--- src/rtl/timer_pkg.sv ---
// ---------------------------------------------------------------------------
// timer_pkg
// Shared definitions for the programmable down-counting timer: register
// address map, CTRL bit layout, MODE encodings and FSM state encoding.
// ---------------------------------------------------------------------------
package timer_pkg;

  // Word addresses (byte-address bits [3:2]); address 3 is reserved.
  localparam logic [1:0] ADDR_CTRL   = 2'd0;
  localparam logic [1:0] ADDR_PRESET = 2'd1;
  localparam logic [1:0] ADDR_COUNT  = 2'd2;

  // CTRL bit positions.
  localparam int CTRL_EN_BIT   = 0;
  localparam int CTRL_MODE_LSB = 1;
  localparam int CTRL_IM_BIT   = 3;
  localparam int CTRL_WIDTH    = 4;

  // MODE encodings; 10/11 fall back to one-shot behaviour.
  localparam logic [1:0] MODE_ONESHOT = 2'b00;
  localparam logic [1:0] MODE_RELOAD  = 2'b01;

  // Implemented CTRL bits; packed so bit 0 is EN and bit 3 is IM.
  typedef struct packed {
    logic       im;
    logic [1:0] mode;
    logic       en;
  } ctrl_t;

  typedef enum logic [1:0] {
    ST_IDLE = 2'd0,
    ST_LOAD = 2'd1,
    ST_CNT  = 2'd2,
    ST_INT  = 2'd3
  } state_e;

  // Only the exact auto-reload code reloads; every other code is one-shot.
  function automatic logic is_auto_reload(input logic [1:0] mode);
    return (mode == MODE_RELOAD);
  endfunction

endpackage

--- src/rtl/timer.sv ---
// ---------------------------------------------------------------------------
// timer
// 32-bit programmable down-counting timer on the peripheral bus. Raises irq
// on expiry; one-shot mode holds the request until software acknowledges it
// with a CTRL/PRESET write, auto-reload mode emits a one-cycle pulse every
// PRESET+3 cycles.
//
// Ports:
//   clk       in   1   system clock, rising edge
//   rst       in   1   asynchronous active-high reset
//   addr      in   2   word select: 0 CTRL, 1 PRESET, 2 COUNT, 3 reserved
//   we        in   1   bus write strobe
//   data_in   in  32   write data
//   data_out  out 32   combinational read of the selected register
//   irq       out  1   interrupt request (pending & IM)
// ---------------------------------------------------------------------------
module timer
  import timer_pkg::*;
(
  input  logic        clk,
  input  logic        rst,
  input  logic [1:0]  addr,
  input  logic        we,
  input  logic [31:0] data_in,
  output logic [31:0] data_out,
  output logic        irq
);

  ctrl_t       r_ctrl;
  logic [31:0] r_preset;
  logic [31:0] r_count;
  logic        r_pending;
  state_e      r_state;
  state_e      w_state_next;

  logic w_ctrl_wr;
  logic w_preset_wr;
  logic w_auto;
  logic w_expire;

  assign w_ctrl_wr   = we && (addr == ADDR_CTRL);
  assign w_preset_wr = we && (addr == ADDR_PRESET);
  assign w_auto      = is_auto_reload(r_ctrl.mode);
  // Counting reached zero while still enabled: the edge that enters INT.
  assign w_expire    = (r_state == ST_CNT) && r_ctrl.en && (r_count == 32'd0);

  // NOTE: every signal assigned in an always_comb gets a default first so no
  // path leaves it unassigned, which would otherwise infer a latch.
  always_comb begin
    w_state_next = r_state;
    case (r_state)
      ST_IDLE: if (r_ctrl.en) w_state_next = ST_LOAD;
      ST_LOAD: w_state_next = ST_CNT;
      ST_CNT: begin
        if (!r_ctrl.en)             w_state_next = ST_IDLE;
        else if (r_count == 32'd0)  w_state_next = ST_INT;
      end
      ST_INT:  w_state_next = w_auto ? ST_LOAD : ST_IDLE;
      default: w_state_next = ST_IDLE;
    endcase
  end

  // NOTE: all state updates use non-blocking assignments so every register
  // samples pre-edge values, independent of statement order.
  always_ff @(posedge clk or posedge rst) begin
    if (rst) begin
      r_state   <= ST_IDLE;
      r_ctrl    <= '0;
      r_preset  <= '0;
      r_count   <= '0;
      r_pending <= 1'b0;
    end else begin
      r_state <= w_state_next;

      if (w_preset_wr) r_preset <= data_in;

      // A CTRL write in the same cycle as the one-shot EN clear wins.
      if (w_ctrl_wr)
        r_ctrl <= ctrl_t'(data_in[CTRL_WIDTH-1:0]);
      else if ((r_state == ST_INT) && !w_auto)
        r_ctrl.en <= 1'b0;

      // COUNT loads in LOAD, decrements in CNT while enabled, never wraps.
      if (r_state == ST_LOAD)
        r_count <= r_preset;
      else if ((r_state == ST_CNT) && r_ctrl.en && (r_count != 32'd0))
        r_count <= r_count - 32'd1;

      // Set has priority over acknowledge so no expiry is lost.
      if (w_expire)
        r_pending <= 1'b1;
      else if (w_ctrl_wr || w_preset_wr)
        r_pending <= 1'b0;
      else if ((r_state == ST_INT) && w_auto)
        r_pending <= 1'b0;
    end
  end

  assign irq = r_pending & r_ctrl.im;

  always_comb begin
    data_out = '0;
    case (addr)
      ADDR_CTRL:   data_out = {{(32-CTRL_WIDTH){1'b0}}, r_ctrl};
      ADDR_PRESET: data_out = r_preset;
      ADDR_COUNT:  data_out = r_count;
      default:     data_out = '0;
    endcase
  end

endmodule

--- config.mk ---
export PLATFORM = sky130hd
export DESIGN_NAME = timer
export DESIGN_NICKNAME = d
export VERILOG_FILES = /design/src/rtl/timer_pkg.sv /design/src/rtl/timer.sv
export SDC_FILE = /design/constraint.sdc
export NUM_CORES = 1
export LEC_CHECK = 0
export CORE_AREA = 2 2 131 133
export DETAILED_ROUTE_END_ITERATION = 10
export DIE_AREA = 0 0 133 135
export GPL_TIMING_DRIVEN = 0
export PLACE_DENSITY_LB_ADDON = 0.05
export RECOVER_POWER = 50
export SETUP_SLACK_MARGIN = 0.15
export SLEW_MARGIN = 20
export SYNTH_ARGS = -nofsm -noshare
export SYNTH_HDL_FRONTEND = slang
export SYNTH_SLANG_ARGS = --single-unit
--- constraint.sdc ---
create_clock -name clk -period 3.75 [get_ports clk]
set_input_delay 0.75 -clock clk [delete_from_list [all_inputs] [get_ports clk]]
set_output_delay 0.75 -clock clk [all_outputs]
set_load 0.005 [all_outputs]
==> metrics.md <==
| Metric | Value |
|---|---|
| Result of the run | finished with violations |
| Failing checks | capacitance limit, slew limit |
| Crit path largest cell delay | 500 ps |
| Number of DRC markers in iteration 0 | 249 |
| Number of warning messages in the yosys log | 0 |
| Type of the most critical hold path | reg2reg |
| Maximum clock insertion buffer count | 2 |
| Height of the die | 135 um |
| CTS Hold Buffers Added | 0 |
| Transition at the pin with the smallest max-transition slack | 1540 ps |
| Number of cells traversed by the worst register-to-register path | 9 |
| Antenna diode instance count | 0 |
| Starting density of the core | 24.9% |
| Main combinational cell family by area after synthesis | compound AO/OA/AOI/OAI gates |
| Synthesized-area fraction occupied by adder cells | 0.307% |
| Die boundary width | 133 um |
| Maximum number of pins on one net before global-route repair | 42 |
| Total half-perimeter wirelength after legalization and detailed placement | 10.6 mm |
| Multi-input logic area | 0.00213 mm^2 |
| Share of synthesized area occupied by flip-flops and latches | 43.6% |
| Fin crit share | 88.2% |
| Worst Setup Path Type | in2out |
| Register share of total power | 38.9% |
| Sequential Area | 0.00178 mm^2 |
| Data arrival time of the worst path | 2560 ps |
| Netlist area before placement | 0.00408 mm^2 |
| CTS sink cnt | 71 |
| Predominant post-synthesis flop cell | dfrtp_1 |
| Cell area power density | 635 mW/mm^2 |
| Leakage | 2.13 nW |
| Worst setup skew after layout | 6.52 ps |
| Wire length of the first global-routing pass | 23.3 mm |
| Count of buffering cells on the critical path with inverters included | 4 |
| Final Wtd Congestion | 0.878 |
| Area delta synth->final | 30.5% |
| Synthesized instance count | 407 |
| Setup slack, reg-to-reg | 1000 ps |
| Highest-delay cell along the critical path | clkdlybuf4s50_1 |
| Top achievable clock speed | 0.302 GHz |
| PnR worst setup slack | 443 ps |
| CTS H-Tree Depth | 3 |
| I/O pin count | 70 |
| Instance count on the critical path | 6 |
| Core box area | 0.0164 mm^2 |
| Part of the total power dissipated in combinational logic | 37.8% |
| Crit path cell chain | clkbuf_1 -> nor2b_1 -> clkbuf_1 -> clkbuf_4 -> a22o_1 -> clkdlybuf4s50_1 |
| Clock Tree Root | clkbuf_16 |
| Final std cells w/o fill | 712 |
| Hold path cells | 2 |
| Total Wirelength | 15.0 mm |
| Total Routing Usage GR | 17.4% |
| Per-cell via count in the routed design | 5.10 |
| Post-Place Cells | 696 |
| Unrepaired setup endpoints after global routing | false |
| Post-layout net count | 525 |
| Share of cell area taken by muxes after synthesis | 11.1% |
| Switching Fraction | 39.3% |
| Basic-gate share of the synthesized area counting and, or, nand and nor cells | 20.0% |
| CP dominant cell by count | clkbuf_1 |
| Parity-gate share of the synthesized area counting xor and xnor cells | 0.215% |
| Total overflow reported by the global router | 0 |
| Top cell type by total area after synthesis | dfrtp_1 |
| Setup slack at placement | -570 ps |
| Routed wirelength normalized by instance count | 21.1 um |
| Area of the die | 0.0180 mm^2 |
| Number of buffers created by CTS | 9 |
| Syn nets | 445 |
| Synth Area in Compound Gates | 20.6% |
| Internal power component | 2.05 mW |
| Share of flip-flops with an asynchronous set or reset after synthesis | 100% |
| Clock latency on the worst-skew pair | 350 ps |
| Post-synth EDFFs | 0 |
| DR pass1 iterations | 4 |
| Fill cell count | 1674 |
| Post-layout minimum cycle time | 3310 ps |
| FF+latch count, synth | 71 |
| Critical Path RT | 3000 ps |
| Mean instance size in the synthesized netlist | 10.0 um^2 |
| Share of power burned in the clock network | 23.4% |
| Number of distinct library cells after synthesis | 62 |
| Via count of the first global-routing pass | 3780 |
| Setup Buffers After CTS | 0 |
| Final-report hold violation count | 0 |
| Largest fanout on the critical path | 10 |
| CP Capture Type | output port |
| Number of max-cap violations | 1 |
| Antenna Nets Post-Route | 0 |
| Power dissipated by switching net loads | 1.33 mW |
| Worst voltage drop across the vdd grid | 0.000271 V |
| Slew Limit Fails | 32 |
| Port-buffer cells | 68 |
| Num rows | 47 |
| Worst relative slew slack | -3.06% |
| Final number of setup-violating endpoints | 0 |
| Initial antenna violation count | 0 |
| Share of the synthesized area in the top cell type | 43.6% |
| Total number of vias | 3632 |
| Element type at the critical path start | input port |
| Fraction of layout cells with a size suffix above 1 | 15.9% |
| Drt drc | 0 |
| Leading post-synthesis cells by cell area | dfrtp_1 (44%), mux2_2 (9.7%), a22o_1 (5.8%), nand2_1 (3.7%), nor2_1 (2.1%) |
| Clock slew at the register clock pins of the worst setup and hold paths | 60 ps |
| End-of-flow core utilization | 32.4% |
| Largest delay contributor family on the critical path | buffers and inverters |
| TritonCTS clock tree | built |
[sequential cells by signal, summed over array words and instances, names as in the netlist]
name,cells
r_ctrl,4
r_count,32
r_state,2
r_preset,32
r_pending,1
[tightest hold or removal path: cells and delay by family (launching register included)]
kind | cells | cell delay [ps]
flip-flops | 1 | 380
AND/OR/NAND/NOR | 2 | 120
[what timing repair did]
item                                    in CTS  in global routing
resized for setup                           14                  2
hold endpoints to repair                     0                  0
endpoints found under the setup margin      31                  5
[cell type report]
cell class | count | share of cell area, %
plain buffers | 30 | 2.85
clock inverters | 5 | 0.470
inverters | 12 | 0.870
multi-input cells | 294 | 40.1
repair buffers | 69 | 12.8
well taps | 220 | 5.17
flip-flops and latches | 71 | 33.4
clock buffers | 11 | 4.37
[routing by layer]
metal | GRT usage (%) | wire, um | vias to the layer above
met5 | 0 | 0 | -
met4 | 8.00 | 412 | 0
met3 | 3.08 | 849 | 23
met2 | 27.3 | 6960 | 94
met1 | 23.5 | 6810 | 1795
li1 | - | - | 1720
[metrics by stage]
stage                     hold WS [ps]  area (um^2)  power (mW)  TNS (ps)
after floorplan                    466         4080        2.07         0
after global placement             510         5030        2.58    -46130
after detailed placement           518         5060        2.60    -12800
after CTS                          531         5350        3.42         0
after global routing               552         5320        3.62         0
final                              527         5320        3.38         0
[power groups by stage]
stage / clock, mW / sequential (mW) / combinational [mW]
after global routing: 0.844 / 1.36 / 1.42
after CTS: 0.816 / 1.31 / 1.29
after detailed placement: 0 / 1.32 / 1.28
after floorplan: 0 / 1.22 / 0.847
after global placement: 0 / 1.32 / 1.27
final: 0.790 / 1.31 / 1.28
[placed cells by master (no fill, tap or decap), types with 5 or more instances in the layout]
cell type,netlist,final
a211oi_1,5,5
a21oi_1,6,6
a221o_1,5,5
a22o_1,27,27
a311oi_1,5,5
and2_1,6,6
and3_1,6,6
buf_2,5,5
clkbuf_1,19,19
clkbuf_16,0,9
clkdlybuf4s50_1,0,64
clkinv_2,0,5
dfrtp_1,71,71
inv_1,12,11
mux2_2,35,35
mux2i_1,6,6
nand2_1,40,40
nand3_1,9,9
nand4_1,7,7
nor2_1,23,23
nor3_1,8,8
nor4_1,11,11
o211ai_1,6,6
o21ai_0,13,13
o311ai_0,6,6
or4_1,5,5
[cell families (layout without fill, tap and decap cells)]
logic type | count (synthesis) | after routing
buf+inv | 42 | 127
compound gates | 106 | 106
simple gates | 145 | 145
fa+ha+maj | 1 | 1
xor+xnor | 1 | 1
flops | 71 | 71
mux | 41 | 41
[synthesized netlist by cell type, types with 6 or more instances]
cell	n
nand4_1	7
inv_1	12
nand3_1	9
nor4_1	11
a21oi_1	6
nor3_1	8
and3_1	6
dfrtp_1	71
nand2_1	40
o211ai_1	6
mux2_2	35
clkbuf_1	19
mux2i_1	6
nor2_1	23
and2_1	6
a22o_1	27
o21ai_0	13
o311ai_0	6
[final timing paths]
path                                     startpoint                        to
min in group asynchronous                       rst  r_preset[24]$_DFFE_PP0P_
max in group asynchronous                       rst  r_preset[31]$_DFFE_PP0P_
hold / removal             r_preset[20]$_DFFE_PP0P_   r_count[20]$_DFFE_PP0P_
setup reg to reg             r_count[1]$_DFFE_PP0P_   r_count[12]$_DFFE_PP0P_
setup / recovery                            addr[0]               data_out[7]
hold reg to reg            r_preset[20]$_DFFE_PP0P_   r_count[20]$_DFFE_PP0P_
Note: power is estimated with default switching activity, not from simulation.
